===== src/rtl/gfx_setup_pkg.sv =====
// Shared constants for the triangle setup stage: default widths,
// FSM state encoding and the doubled-area width helper.
package gfx_setup_pkg;

    localparam int POINT_WIDTH    = 16;
    localparam int SUBPIXEL_WIDTH = 16;

    typedef logic [2:0] state_t;

    localparam state_t ST_IDLE   = 3'd0;
    localparam state_t ST_BBOX   = 3'd1;
    localparam state_t ST_MUL_A  = 3'd2;
    localparam state_t ST_MUL_B  = 3'd3;
    localparam state_t ST_DECIDE = 3'd4;
    localparam state_t ST_OUT    = 3'd5;

    // Each difference is point_width+1 bits, so one product needs
    // 2*point_width+2 bits and the difference of two products needs one more.
    function automatic int area_width(input int pw);
        return 2 * pw + 3;
    endfunction

endpackage


===== src/rtl/gfx_triangle_setup_if.sv =====
// Setup-to-rasterizer result bundle with valid/ready handshake.
// master: setup stage (drives results), slave: rasterizer (drives ready).
// zmin/zmax exist only when GFX_TRIANGLE_SETUP_ZRANGE_EN is defined.
interface gfx_triangle_setup_if
    import gfx_setup_pkg::*;
#(
    parameter int point_width = POINT_WIDTH
);

    localparam int AreaW = area_width(point_width);

    logic                          rast_valid;
    logic                          rast_ready;
    logic        [point_width-1:0] bbox_x0;
    logic        [point_width-1:0] bbox_y0;
    logic        [point_width-1:0] bbox_x1;
    logic        [point_width-1:0] bbox_y1;
    logic signed [AreaW-1:0]       area;

`ifdef GFX_TRIANGLE_SETUP_ZRANGE_EN
    logic signed [point_width-1:0] zmin;
    logic signed [point_width-1:0] zmax;

    modport master (
        output rast_valid, bbox_x0, bbox_y0, bbox_x1, bbox_y1, area,
        output zmin, zmax,
        input  rast_ready
    );

    modport slave (
        input  rast_valid, bbox_x0, bbox_y0, bbox_x1, bbox_y1, area,
        input  zmin, zmax,
        output rast_ready
    );
`else
    modport master (
        output rast_valid, bbox_x0, bbox_y0, bbox_x1, bbox_y1, area,
        input  rast_ready
    );

    modport slave (
        input  rast_valid, bbox_x0, bbox_y0, bbox_x1, bbox_y1, area,
        output rast_ready
    );
`endif

endinterface


===== src/rtl/gfx_minmax3.sv =====
// Combinational signed minimum and maximum of three values.
// Ports: a_i/b_i/c_i operands, min_o/max_o results.
module gfx_minmax3 #(
    parameter int width = 16
) (
    input  logic signed [width-1:0] a_i,
    input  logic signed [width-1:0] b_i,
    input  logic signed [width-1:0] c_i,
    output logic signed [width-1:0] min_o,
    output logic signed [width-1:0] max_o
);

    logic signed [width-1:0] ab_min;
    logic signed [width-1:0] ab_max;

    always_comb begin
        ab_min = (a_i < b_i) ? a_i : b_i;
        ab_max = (a_i > b_i) ? a_i : b_i;
        min_o  = (c_i < ab_min) ? c_i : ab_min;
        max_o  = (c_i > ab_max) ? c_i : ab_max;
    end

endmodule


===== src/rtl/gfx_triangle_setup.sv =====
// Triangle setup: clipped integer bounding box, doubled signed area and
// back-face / degenerate / off-screen culling, results to the rasterizer.
// Ports: clk_i, rst_i (async, active high); p{0,1,2}_{x,y}_i fixed-point
// vertices, p{0,1,2}_z_i depth; clip_{x0,y0,x1,y1}_i inclusive clip rect;
// cull_en_i back-face enable; start_i request; ack_o/culled_o retire pulse;
// rast result bundle (gfx_triangle_setup_if.master).
// Optional macro GFX_TRIANGLE_SETUP_ZRANGE_EN adds the z range outputs.
module gfx_triangle_setup
    import gfx_setup_pkg::*;
#(
    parameter int point_width    = POINT_WIDTH,
    parameter int subpixel_width = SUBPIXEL_WIDTH
) (
    input  logic                                         clk_i,
    input  logic                                         rst_i,
    input  logic signed [point_width+subpixel_width-1:0] p0_x_i,
    input  logic signed [point_width+subpixel_width-1:0] p0_y_i,
    input  logic signed [point_width+subpixel_width-1:0] p1_x_i,
    input  logic signed [point_width+subpixel_width-1:0] p1_y_i,
    input  logic signed [point_width+subpixel_width-1:0] p2_x_i,
    input  logic signed [point_width+subpixel_width-1:0] p2_y_i,
    input  logic signed [point_width-1:0]                p0_z_i,
    input  logic signed [point_width-1:0]                p1_z_i,
    input  logic signed [point_width-1:0]                p2_z_i,
    input  logic        [point_width-1:0]                clip_x0_i,
    input  logic        [point_width-1:0]                clip_y0_i,
    input  logic        [point_width-1:0]                clip_x1_i,
    input  logic        [point_width-1:0]                clip_y1_i,
    input  logic                                         cull_en_i,
    input  logic                                         start_i,
    output logic                                         ack_o,
    output logic                                         culled_o,
    gfx_triangle_setup_if.master                         rast
);

    localparam int PW = point_width;
    localparam int SW = subpixel_width;
    localparam int DW = PW + 1;
    localparam int MW = 2 * DW;
    localparam int AW = area_width(PW);

    state_t state_q;
    state_t state_d;

    logic signed [PW-1:0] x0_q, y0_q, x1_q, y1_q, x2_q, y2_q;
    logic        [PW-1:0] cx0_q, cy0_q, cx1_q, cy1_q;
    logic                 cull_en_q;

    logic signed [PW-1:0] min_x_c, max_x_c, min_y_c, max_y_c;
    logic signed [PW-1:0] min_x_q, max_x_q, min_y_q, max_y_q;

    logic signed [DW-1:0] dx1_c, dy1_c, dx2_c, dy2_c;
    logic signed [DW-1:0] dx1_q, dy1_q, dx2_q, dy2_q;

    logic signed [DW-1:0] mul_l, mul_r;
    logic signed [MW-1:0] prod_c;
    logic signed [MW-1:0] prod_a_q;
    logic signed [AW-1:0] area_c;
    logic signed [AW-1:0] area_q;

    logic signed [DW-1:0] min_xe, max_xe, min_ye, max_ye;
    logic signed [DW-1:0] cx0e, cy0e, cx1e, cy1e;
    logic                 off_c;
    logic                 cull_c;
    logic        [PW-1:0] bx0_c, by0_c, bx1_c, by1_c;

    logic ld_in, ld_box, ld_a, ld_area, ld_res;
    logic ack_set, culled_set, hs_done;

    // Setup only uses the integer field of each 16.16 coordinate.
    logic unused_frac;
    assign unused_frac = ^{p0_x_i[SW-1:0], p0_y_i[SW-1:0],
                           p1_x_i[SW-1:0], p1_y_i[SW-1:0],
                           p2_x_i[SW-1:0], p2_y_i[SW-1:0]};

    gfx_minmax3 #(.width(PW)) u_mm_x (
        .a_i   (x0_q),
        .b_i   (x1_q),
        .c_i   (x2_q),
        .min_o (min_x_c),
        .max_o (max_x_c)
    );

    gfx_minmax3 #(.width(PW)) u_mm_y (
        .a_i   (y0_q),
        .b_i   (y1_q),
        .c_i   (y2_q),
        .min_o (min_y_c),
        .max_o (max_y_c)
    );

    always_comb begin
        dx1_c = DW'(x1_q) - DW'(x0_q);
        dy1_c = DW'(y1_q) - DW'(y0_q);
        dx2_c = DW'(x2_q) - DW'(x0_q);
        dy2_c = DW'(y2_q) - DW'(y0_q);
    end

    // One shared multiplier: MUL_A forms dx1*dy2, MUL_B forms dx2*dy1.
    always_comb begin
        mul_l  = (state_q == ST_MUL_A) ? dx1_q : dx2_q;
        mul_r  = (state_q == ST_MUL_A) ? dy2_q : dy1_q;
        prod_c = MW'(mul_l) * MW'(mul_r);
        area_c = AW'(prod_a_q) - AW'(prod_c);
    end

    // Box is signed, clip is unsigned: compare both one bit wider.
    always_comb begin
        min_xe = {min_x_q[PW-1], min_x_q};
        max_xe = {max_x_q[PW-1], max_x_q};
        min_ye = {min_y_q[PW-1], min_y_q};
        max_ye = {max_y_q[PW-1], max_y_q};
        cx0e   = {1'b0, cx0_q};
        cy0e   = {1'b0, cy0_q};
        cx1e   = {1'b0, cx1_q};
        cy1e   = {1'b0, cy1_q};
        off_c  = (max_xe < cx0e) || (min_xe > cx1e) ||
                 (max_ye < cy0e) || (min_ye > cy1e);
        cull_c = (area_q == '0) || (cull_en_q && area_q[AW-1]) || off_c;
        // Not culled implies each clamped edge is non-negative.
        bx0_c  = (min_xe > cx0e) ? min_x_q : cx0_q;
        by0_c  = (min_ye > cy0e) ? min_y_q : cy0_q;
        bx1_c  = (max_xe < cx1e) ? max_x_q : cx1_q;
        by1_c  = (max_ye < cy1e) ? max_y_q : cy1_q;
    end

    always_ff @(posedge clk_i or posedge rst_i) begin
        if (rst_i) begin
            state_q <= ST_IDLE;
        end else begin
            state_q <= state_d;
        end
    end

    always_comb begin
        state_d = state_q;
        unique case (state_q)
            ST_IDLE:   state_d = start_i ? ST_BBOX : ST_IDLE;
            ST_BBOX:   state_d = ST_MUL_A;
            ST_MUL_A:  state_d = ST_MUL_B;
            ST_MUL_B:  state_d = ST_DECIDE;
            ST_DECIDE: state_d = cull_c ? ST_IDLE : ST_OUT;
            ST_OUT:    state_d = rast.rast_ready ? ST_IDLE : ST_OUT;
            default:   state_d = ST_IDLE;
        endcase
    end

    always_comb begin
        ld_in      = (state_q == ST_IDLE) && start_i;
        ld_box     = (state_q == ST_BBOX);
        ld_a       = (state_q == ST_MUL_A);
        ld_area    = (state_q == ST_MUL_B);
        ld_res     = (state_q == ST_DECIDE) && !cull_c;
        culled_set = (state_q == ST_DECIDE) && cull_c;
        hs_done    = (state_q == ST_OUT) && rast.rast_ready;
        ack_set    = culled_set || hs_done;
    end

    always_ff @(posedge clk_i or posedge rst_i) begin
        if (rst_i) begin
            x0_q      <= '0;
            y0_q      <= '0;
            x1_q      <= '0;
            y1_q      <= '0;
            x2_q      <= '0;
            y2_q      <= '0;
            cx0_q     <= '0;
            cy0_q     <= '0;
            cx1_q     <= '0;
            cy1_q     <= '0;
            cull_en_q <= 1'b0;
            min_x_q   <= '0;
            max_x_q   <= '0;
            min_y_q   <= '0;
            max_y_q   <= '0;
            dx1_q     <= '0;
            dy1_q     <= '0;
            dx2_q     <= '0;
            dy2_q     <= '0;
            prod_a_q  <= '0;
            area_q    <= '0;
        end else begin
            if (ld_in) begin
                x0_q      <= p0_x_i[SW +: PW];
                y0_q      <= p0_y_i[SW +: PW];
                x1_q      <= p1_x_i[SW +: PW];
                y1_q      <= p1_y_i[SW +: PW];
                x2_q      <= p2_x_i[SW +: PW];
                y2_q      <= p2_y_i[SW +: PW];
                cx0_q     <= clip_x0_i;
                cy0_q     <= clip_y0_i;
                cx1_q     <= clip_x1_i;
                cy1_q     <= clip_y1_i;
                cull_en_q <= cull_en_i;
            end
            if (ld_box) begin
                min_x_q <= min_x_c;
                max_x_q <= max_x_c;
                min_y_q <= min_y_c;
                max_y_q <= max_y_c;
                dx1_q   <= dx1_c;
                dy1_q   <= dy1_c;
                dx2_q   <= dx2_c;
                dy2_q   <= dy2_c;
            end
            if (ld_a) begin
                prod_a_q <= prod_c;
            end
            if (ld_area) begin
                area_q <= area_c;
            end
        end
    end

    always_ff @(posedge clk_i or posedge rst_i) begin
        if (rst_i) begin
            ack_o           <= 1'b0;
            culled_o        <= 1'b0;
            rast.rast_valid <= 1'b0;
            rast.bbox_x0    <= '0;
            rast.bbox_y0    <= '0;
            rast.bbox_x1    <= '0;
            rast.bbox_y1    <= '0;
            rast.area       <= '0;
        end else begin
            ack_o    <= ack_set;
            culled_o <= culled_set;
            if (ld_res) begin
                rast.rast_valid <= 1'b1;
                rast.bbox_x0    <= bx0_c;
                rast.bbox_y0    <= by0_c;
                rast.bbox_x1    <= bx1_c;
                rast.bbox_y1    <= by1_c;
                rast.area       <= area_q;
            end else if (hs_done) begin
                rast.rast_valid <= 1'b0;
            end
        end
    end

`ifdef GFX_TRIANGLE_SETUP_ZRANGE_EN
    logic signed [PW-1:0] z0_q, z1_q, z2_q;
    logic signed [PW-1:0] min_z_c, max_z_c;
    logic signed [PW-1:0] min_z_q, max_z_q;

    gfx_minmax3 #(.width(PW)) u_mm_z (
        .a_i   (z0_q),
        .b_i   (z1_q),
        .c_i   (z2_q),
        .min_o (min_z_c),
        .max_o (max_z_c)
    );

    always_ff @(posedge clk_i or posedge rst_i) begin
        if (rst_i) begin
            z0_q      <= '0;
            z1_q      <= '0;
            z2_q      <= '0;
            min_z_q   <= '0;
            max_z_q   <= '0;
            rast.zmin <= '0;
            rast.zmax <= '0;
        end else begin
            if (ld_in) begin
                z0_q <= p0_z_i;
                z1_q <= p1_z_i;
                z2_q <= p2_z_i;
            end
            if (ld_box) begin
                min_z_q <= min_z_c;
                max_z_q <= max_z_c;
            end
            if (ld_res) begin
                rast.zmin <= min_z_q;
                rast.zmax <= max_z_q;
            end
        end
    end
`else
    logic unused_z;
    assign unused_z = ^{p0_z_i, p1_z_i, p2_z_i};
`endif

endmodule


===== src/flat_wrapper.sv =====
// flat-port wrapper written by rule: the top's interface ports become plain ports
module gfx_triangle_setup_flat import gfx_setup_pkg::*;
#(
    parameter int point_width    = POINT_WIDTH,
    parameter int subpixel_width = SUBPIXEL_WIDTH
)
  (clk_i, rst_i, p0_x_i, p0_y_i, p1_x_i, p1_y_i, p2_x_i, p2_y_i, p0_z_i, p1_z_i, p2_z_i, clip_x0_i, clip_y0_i, clip_x1_i, clip_y1_i, cull_en_i, start_i, ack_o, culled_o, rast_rast_valid, rast_bbox_x0, rast_bbox_y0, rast_bbox_x1, rast_bbox_y1, rast_area, rast_rast_ready);
  gfx_triangle_setup_if #(.point_width(point_width)) rast_i ();
  input  logic clk_i;
  input  logic rst_i;
  input  logic signed [point_width+subpixel_width-1:0] p0_x_i;
  input  logic signed [point_width+subpixel_width-1:0] p0_y_i;
  input  logic signed [point_width+subpixel_width-1:0] p1_x_i;
  input  logic signed [point_width+subpixel_width-1:0] p1_y_i;
  input  logic signed [point_width+subpixel_width-1:0] p2_x_i;
  input  logic signed [point_width+subpixel_width-1:0] p2_y_i;
  input  logic signed [point_width-1:0] p0_z_i;
  input  logic signed [point_width-1:0] p1_z_i;
  input  logic signed [point_width-1:0] p2_z_i;
  input  logic        [point_width-1:0] clip_x0_i;
  input  logic        [point_width-1:0] clip_y0_i;
  input  logic        [point_width-1:0] clip_x1_i;
  input  logic        [point_width-1:0] clip_y1_i;
  input  logic cull_en_i;
  input  logic start_i;
  output logic ack_o;
  output logic culled_o;
  output wire logic [$bits(rast_i.rast_valid)-1:0] rast_rast_valid;
  output wire logic [$bits(rast_i.bbox_x0)-1:0] rast_bbox_x0;
  output wire logic [$bits(rast_i.bbox_y0)-1:0] rast_bbox_y0;
  output wire logic [$bits(rast_i.bbox_x1)-1:0] rast_bbox_x1;
  output wire logic [$bits(rast_i.bbox_y1)-1:0] rast_bbox_y1;
  output wire logic [$bits(rast_i.area)-1:0] rast_area;
  input wire logic [$bits(rast_i.rast_ready)-1:0] rast_rast_ready;
  assign rast_rast_valid = rast_i.rast_valid;
  assign rast_bbox_x0 = rast_i.bbox_x0;
  assign rast_bbox_y0 = rast_i.bbox_y0;
  assign rast_bbox_x1 = rast_i.bbox_x1;
  assign rast_bbox_y1 = rast_i.bbox_y1;
  assign rast_area = rast_i.area;
  assign rast_i.rast_ready = rast_rast_ready;
  gfx_triangle_setup #(.point_width(point_width), .subpixel_width(subpixel_width)) u_core (.clk_i(clk_i), .rst_i(rst_i), .p0_x_i(p0_x_i), .p0_y_i(p0_y_i), .p1_x_i(p1_x_i), .p1_y_i(p1_y_i), .p2_x_i(p2_x_i), .p2_y_i(p2_y_i), .p0_z_i(p0_z_i), .p1_z_i(p1_z_i), .p2_z_i(p2_z_i), .clip_x0_i(clip_x0_i), .clip_y0_i(clip_y0_i), .clip_x1_i(clip_x1_i), .clip_y1_i(clip_y1_i), .cull_en_i(cull_en_i), .start_i(start_i), .ack_o(ack_o), .culled_o(culled_o), .rast(rast_i));
endmodule

===== config.mk =====
export PLATFORM = sky130hd
export DESIGN_NAME = gfx_triangle_setup_flat
export DESIGN_NICKNAME = d
export VERILOG_FILES = /design/src/rtl/gfx_setup_pkg.sv /design/src/rtl/gfx_triangle_setup_if.sv /design/src/rtl/gfx_minmax3.sv /design/src/rtl/gfx_triangle_setup.sv /design/src/flat_wrapper.sv
export SDC_FILE = /design/constraint.sdc
export NUM_CORES = 2
export LEC_CHECK = 0
export BUFFER_PORTS_ARGS = -buffer_cell sky130_fd_sc_hd__buf_4
export CELL_PAD_IN_SITES_DETAIL_PLACEMENT = 0
export CELL_PAD_IN_SITES_GLOBAL_PLACEMENT = 2
export CORE_MARGIN = 2
export CORE_UTILIZATION = 38
export CTS_CLUSTER_DIAMETER = 80
export CTS_CLUSTER_SIZE = 28
export DETAILED_ROUTE_END_ITERATION = 8
export PLACE_DENSITY_LB_ADDON = 0.15
export SYNTH_ARGS = -nofsm -noshare
export SYNTH_HDL_FRONTEND = slang
export SYNTH_HIERARCHICAL = 1
export SYNTH_SLANG_ARGS = --single-unit

===== constraint.sdc =====
create_clock -name clk_i -period 17.3 [get_ports clk_i]
set_input_delay 0.865 -clock clk_i [delete_from_list [all_inputs] [get_ports clk_i]]
set_output_delay 0.865 -clock clk_i [all_outputs]
set_load 0.01 [all_outputs]

---- After elaboration in Yosys (flattened, before gate mapping) ----
Index checks and enable logic that the tools add are counted.
storage, ports and cells
  register bits ........................... 467
  output and inout port bits .............. 102
  logic and storage cells ................. 92
cells by class
  add/subtract/negate cells ............... 5
  multipliers ............................. 1
  magnitude comparators ................... 16
  equality and inequality tests ........... 5
  muxes and demuxes ....................... 20
  reductions and logical operators ........ 15
operator list
  cell                                                                   count
  16-bit 2-to-1 mux                                                      12
  16-bit by 17-bit > comparator with 1-bit output                        4
  16-bit by 17-bit < comparator with 1-bit output                        4
  16-bit by 16-bit subtractor with 17-bit output                         4
  16-bit > comparator                                                    4
  16-bit < comparator                                                    4
  35-bit zero test                                                       1
  34-bit by 34-bit subtractor with 35-bit output                         1
  17-bit by 17-bit multiplier with 34-bit output                         1
  17-bit 2-to-1 mux                                                      2
  3-bit one-hot mux with 6 select lines                                  1
  3-bit by 2-bit equality test with 1-bit output, second input constant  2
  3-bit equality test, second input constant                             2
  1-bit logical OR                                                       6
  3-bit 2-to-1 mux                                                       2
  1-bit logical AND                                                      5
  3-bit by 1-bit equality test with 1-bit output, second input constant  1
  3-bit zero test                                                        1
  1-bit 2-to-1 mux                                                       3
  2-bit nonzero test                                                     1
  1-bit zero test                                                        1

---- Logic depth before layout (Yosys ltp) ----
  word-level depth ........................ 8
  mapped depth ............................ 44
  mapped depth without buffers ............ 39

---- Cells and area by module ----
The synthesis kept the hierarchy.
modules (own cells, without submodules)
  module                        times used  cells each  area each (µm²)  seq. area each (µm²)
  gfx_triangle_setup            1           3731        35799.3          11686.2
  gfx_minmax3 at u_core.u_mm_x  1           252         1928.1           0.0
  gfx_minmax3 at u_core.u_mm_y  1           240         1838.0           0.0

---- Worst setup path after synthesis ----
Ideal clock, no wire load.
  path type ............................... flip-flop to flip-flop
  start point ............................. register u_core.state_q[1]
  end point ............................... register u_core.area_q[33]
  library setup time ...................... 132 ps
  data arrival time ....................... 9452 ps
  setup slack ............................. 7717 ps
  cell stages (with the launch flop) ...... 39
  buffers on the path ..................... 4
  path through ............................ dfrtp_1 clkbuf_1 nor3b_1 clkbuf_1 buf_1 mux2i_1 nor2_1 fa_1 inv_1 fa_1 fa_1 inv_1 fa_1 fa_1 inv_1 fa_1 inv_1 ha_1 [3 not listed] a22oi_1 nor2b_1 xor2_1 ha_1 nand2_1 o21ai_0 o41ai_1 o221ai_1 a31oi_1 a31oi_1 o22ai_1 nand4_1 a31oi_1 a21o_1 a2bb2oi_1 maj3_1 xnor2_1 o21ai_1
between the ends
  cells in the longest elaborated chain, start to end .. 4
  elaborated cells on any way between the ends .. 6
ends and longest elaborated chain
  item                                            RTL line                                              source
  start: declaration                              gfx_triangle_setup.sv:42                              state_t state_q;
  start signal: assignment                        gfx_triangle_setup.sv:131                             state_q <= state_d;
  3-bit by 2-bit equality test with 1-bit output  gfx_triangle_setup.sv:101, gfx_triangle_setup.sv:102
  17-bit 2-to-1 mux (on tied branches)            gfx_triangle_setup.sv:101, gfx_triangle_setup.sv:102
  17-bit by 17-bit multiplier with 34-bit output  gfx_triangle_setup.sv:103                             prod_c = MW'(mul_l) * MW'(mul_r);
  34-bit by 34-bit subtractor with 35-bit output  gfx_triangle_setup.sv:104                             area_c = AW'(prod_a_q) - AW'(prod_c);
  end signal: assignment                          gfx_triangle_setup.sv:210                             area_q <= area_c;
  end: declaration                                gfx_triangle_setup.sv:59                              logic signed [AW-1:0] area_q;
Parallel ways exist; a longest one is shown, timed or not.
A chain may end at the register's enable or synchronous reset.

---- Worst setup path after layout ----
Ends and elaborated chain as after synthesis.

==> flow_summary.json <==
{
  "ys.flop_type": "dfrtp_1",
  "final_util_pct": 43.0,
  "placed_cell_area_um2": 43100,
  "fin_crit_ns": 11.27,
  "insertion_delay_ns": 0.64,
  "place_congestion": 0.876,
  "grt_first_pass_wirelength_um": 187000,
  "min_path_type": "input port to asynchronous set/reset pin",
  "antenna_left": 0,
  "io_pins": 411,
  "dieArea_um2": 107000,
  "row_count": 118,
  "die_h_um": 327,
  "cts_tree": "done",
  "area_growth_pct": 12.2,
  "ys_top_cells_by_count": "nand2_1, inv_1, dfrtp_1",
  "setup.worst_path.end_class": "register",
  "slowest_delay_ns": 1.05,
  "crit_top_cell": "fa_1",
  "postSynthNetCount": 5226,
  "ys_async_sr_fraction_pct": 100,
  "syn_avg_cell_area_um2": 9.37,
  "antenna_cells": 0,
  "slowest_stage": "mux2i_2",
  "synth-seq-cells": 467,
  "grt_setup_unrepaired": "no",
  "clockBufferDepth": 3,
  "antenna_found_initial": 10,
  "grt_overflow_total": 0,
  "postCtsSetupBuffers": 0,
  "clk_pin_slew_ns": 0.10,
  "drt_first_pass_iters": 5,
  "grt_max_degree": 182,
  "ys_seq_area_share_pct": 29.5,
  "worst_setup_path_start_kind": "register",
  "fillers": 10432,
  "grt_pass1_vias": 30699,
  "fin_hold_ws_ns": 0.349,
  "slew_headroom_pct": 18.5,
  "nets": 5424,
  "max_freq_mhz": 88.8,
  "wirelength_um": 120000,
  "drcViolationCount": 0,
  "syn_area_um2": 39600,
  "cts_resized": 0,
  "holdBufCountCts": 0,
  "layout_worst_path_cycle_share_pct": 65.1,
  "die_x_um": 327,
  "io_buffer_count": 266,
  "synthTopCellsByArea": "dfrtp_1, fa_1, ha_1",
  "setup_viol": 0,
  "yosysMostFrequentCell": "nand2_1",
  "grt.total_usage_pct": 22.8,
  "root_buffer": "clkbuf_16",
  "crit_type": "register to register",
  "yosys.area.top_type": "dfrtp_1",
  "final.setup_skew_ns": 0.0486,
  "drt_iter0_markers": 1590,
  "cts_htree_levels": 2,
  "fin_tns_setup_ns": 0,
  "vias": 29570,
  "synth_edf_count": 0,
  "core_area_um2": 103000,
  "hold_viol": 0,
  "dpl.hpwl_um": 96300,
  "status": "complete, no violations",
  "syn-instance-count": 4223,
  "final_area_um2": 44400,
  "vias_per_cell": 5.07,
  "synth_cell_types": 75,
  "slew_violations": 0,
  "drive_gt1_share_pct": 14.1,
  "cap_violations": 0,
  "wire_per_inst_um": 20.6,
  "cp_max_fo": 57,
  "crit_arrival_ns": 11.73,
  "clkSinkCount": 467,
  "cts_buffers": 35,
  "start_util_pct": 38.3,
  "worst_slew_pin_slew_ns": 1.20,
  "cp.required_ns": 17.77,
  "yosysTopAreaCellShare_pct": 29.5,
  "ys_warn_count": 6
}
[logic make-up after synthesis]
group	count (synthesis)	synth area share (%)
and+or+nand+nor	1179	12.6
AOI/OAI and AO/OA	743	11.5
adders and majority gates	698	27.8
buffers and inverters	682	6.59
DFF	467	29.5
muxes	354	9.67
xor gates and xnor gates	100	2.26
[worst max-delay path, delay by kind of cell, from the launching register on]
kind	cells	cell delay [ns]
buf+inv	6	1.11
flops	1	0.50
fa+ha+maj	9	4.17
xor+xnor	2	0.51
mux	1	1.05
compound gates	15	3.16
simple gates	4	0.57
[cell usage in the layout (no fill, tap or decap), types with 106 or more instances in the layout]
master	instances
fa_1	301
a21o_1	106
dfrtp_1	467
inv_1	535
nor2_1	273
a21oi_1	160
buf_4	306
o21ai_0	268
mux2i_1	116
ha_1	393
nand2_1	677
mux2_2	206
[per-stage QoR]
| step | instances | setup WS (ns) |
|---|---|---|
| 2_1_floorplan | 4223 | 3.41 |
| 3_3_place_gp | 5764 | 6.14 |
| 3_5_place_dp | 5764 | 6.11 |
| 4_1_cts | 5828 | 6.07 |
| 5_1_grt | 5828 | 5.21 |
| 6_report | 5828 | 6.03 |
[path summary, 6_finish.rpt]
check | startpoint | end | slack, ns | cells after the start
hold reg to reg | u_core/dy2_q[6] | u_core/dy2_q[6] | 0.49 | 2
setup / recovery | u_core/state_q[1] | u_core/area_q[33] | 6.03 | 37
hold / removal | rst_i | u_core/y0_q[6] | 0.35 | 2
setup reg to reg | u_core/state_q[1] | u_core/area_q[33] | 6.03 | 37
min in group clk_i | p0_y_i[18] | u_core/y0_q[2] | 0.43 | 3
max in group asynchronous | rst_i | u_core/rast.area[29] | 13.91 | 5
[routing by layer]
layer | wire, um | share of wire, % | global-route usage, % | up-vias
li1 | - | - | - | 14436
met1 | 55000 | 46 | 30.5 | 14547
met2 | 58500 | 49 | 39.7 | 472
met3 | 4990 | 4.2 | 3.52 | 95
met4 | 1520 | 1.3 | 3.55 | 20
met5 | 142 | 0.12 | 0 | -
[registers in the layout, indices dropped and copies added (netlist names), 17 cells and up]
register and flops:
u_core/area_q 35, u_core/rast.area 35, u_core/prod_a_q 34, u_core/dx1_q 17
u_core/dx2_q 17, u_core/dy1_q 17, u_core/dy2_q 17
[area by class of cell]
cell class                 count  area [um2]  area share, %
multi-input combinational   3074       25400           57.1
inverter                     536        2020           4.55
clock inverter                27         374          0.843
sequential                   467       11700           26.3
timing repair buffer         307        2320           5.22
tap                         1380        1730           3.89
clock buffer                  37         905           2.04
Power is left out: the tool's default activity adds up to more than one toggle a clock period on the data nets, which glitch-free logic cannot reach.
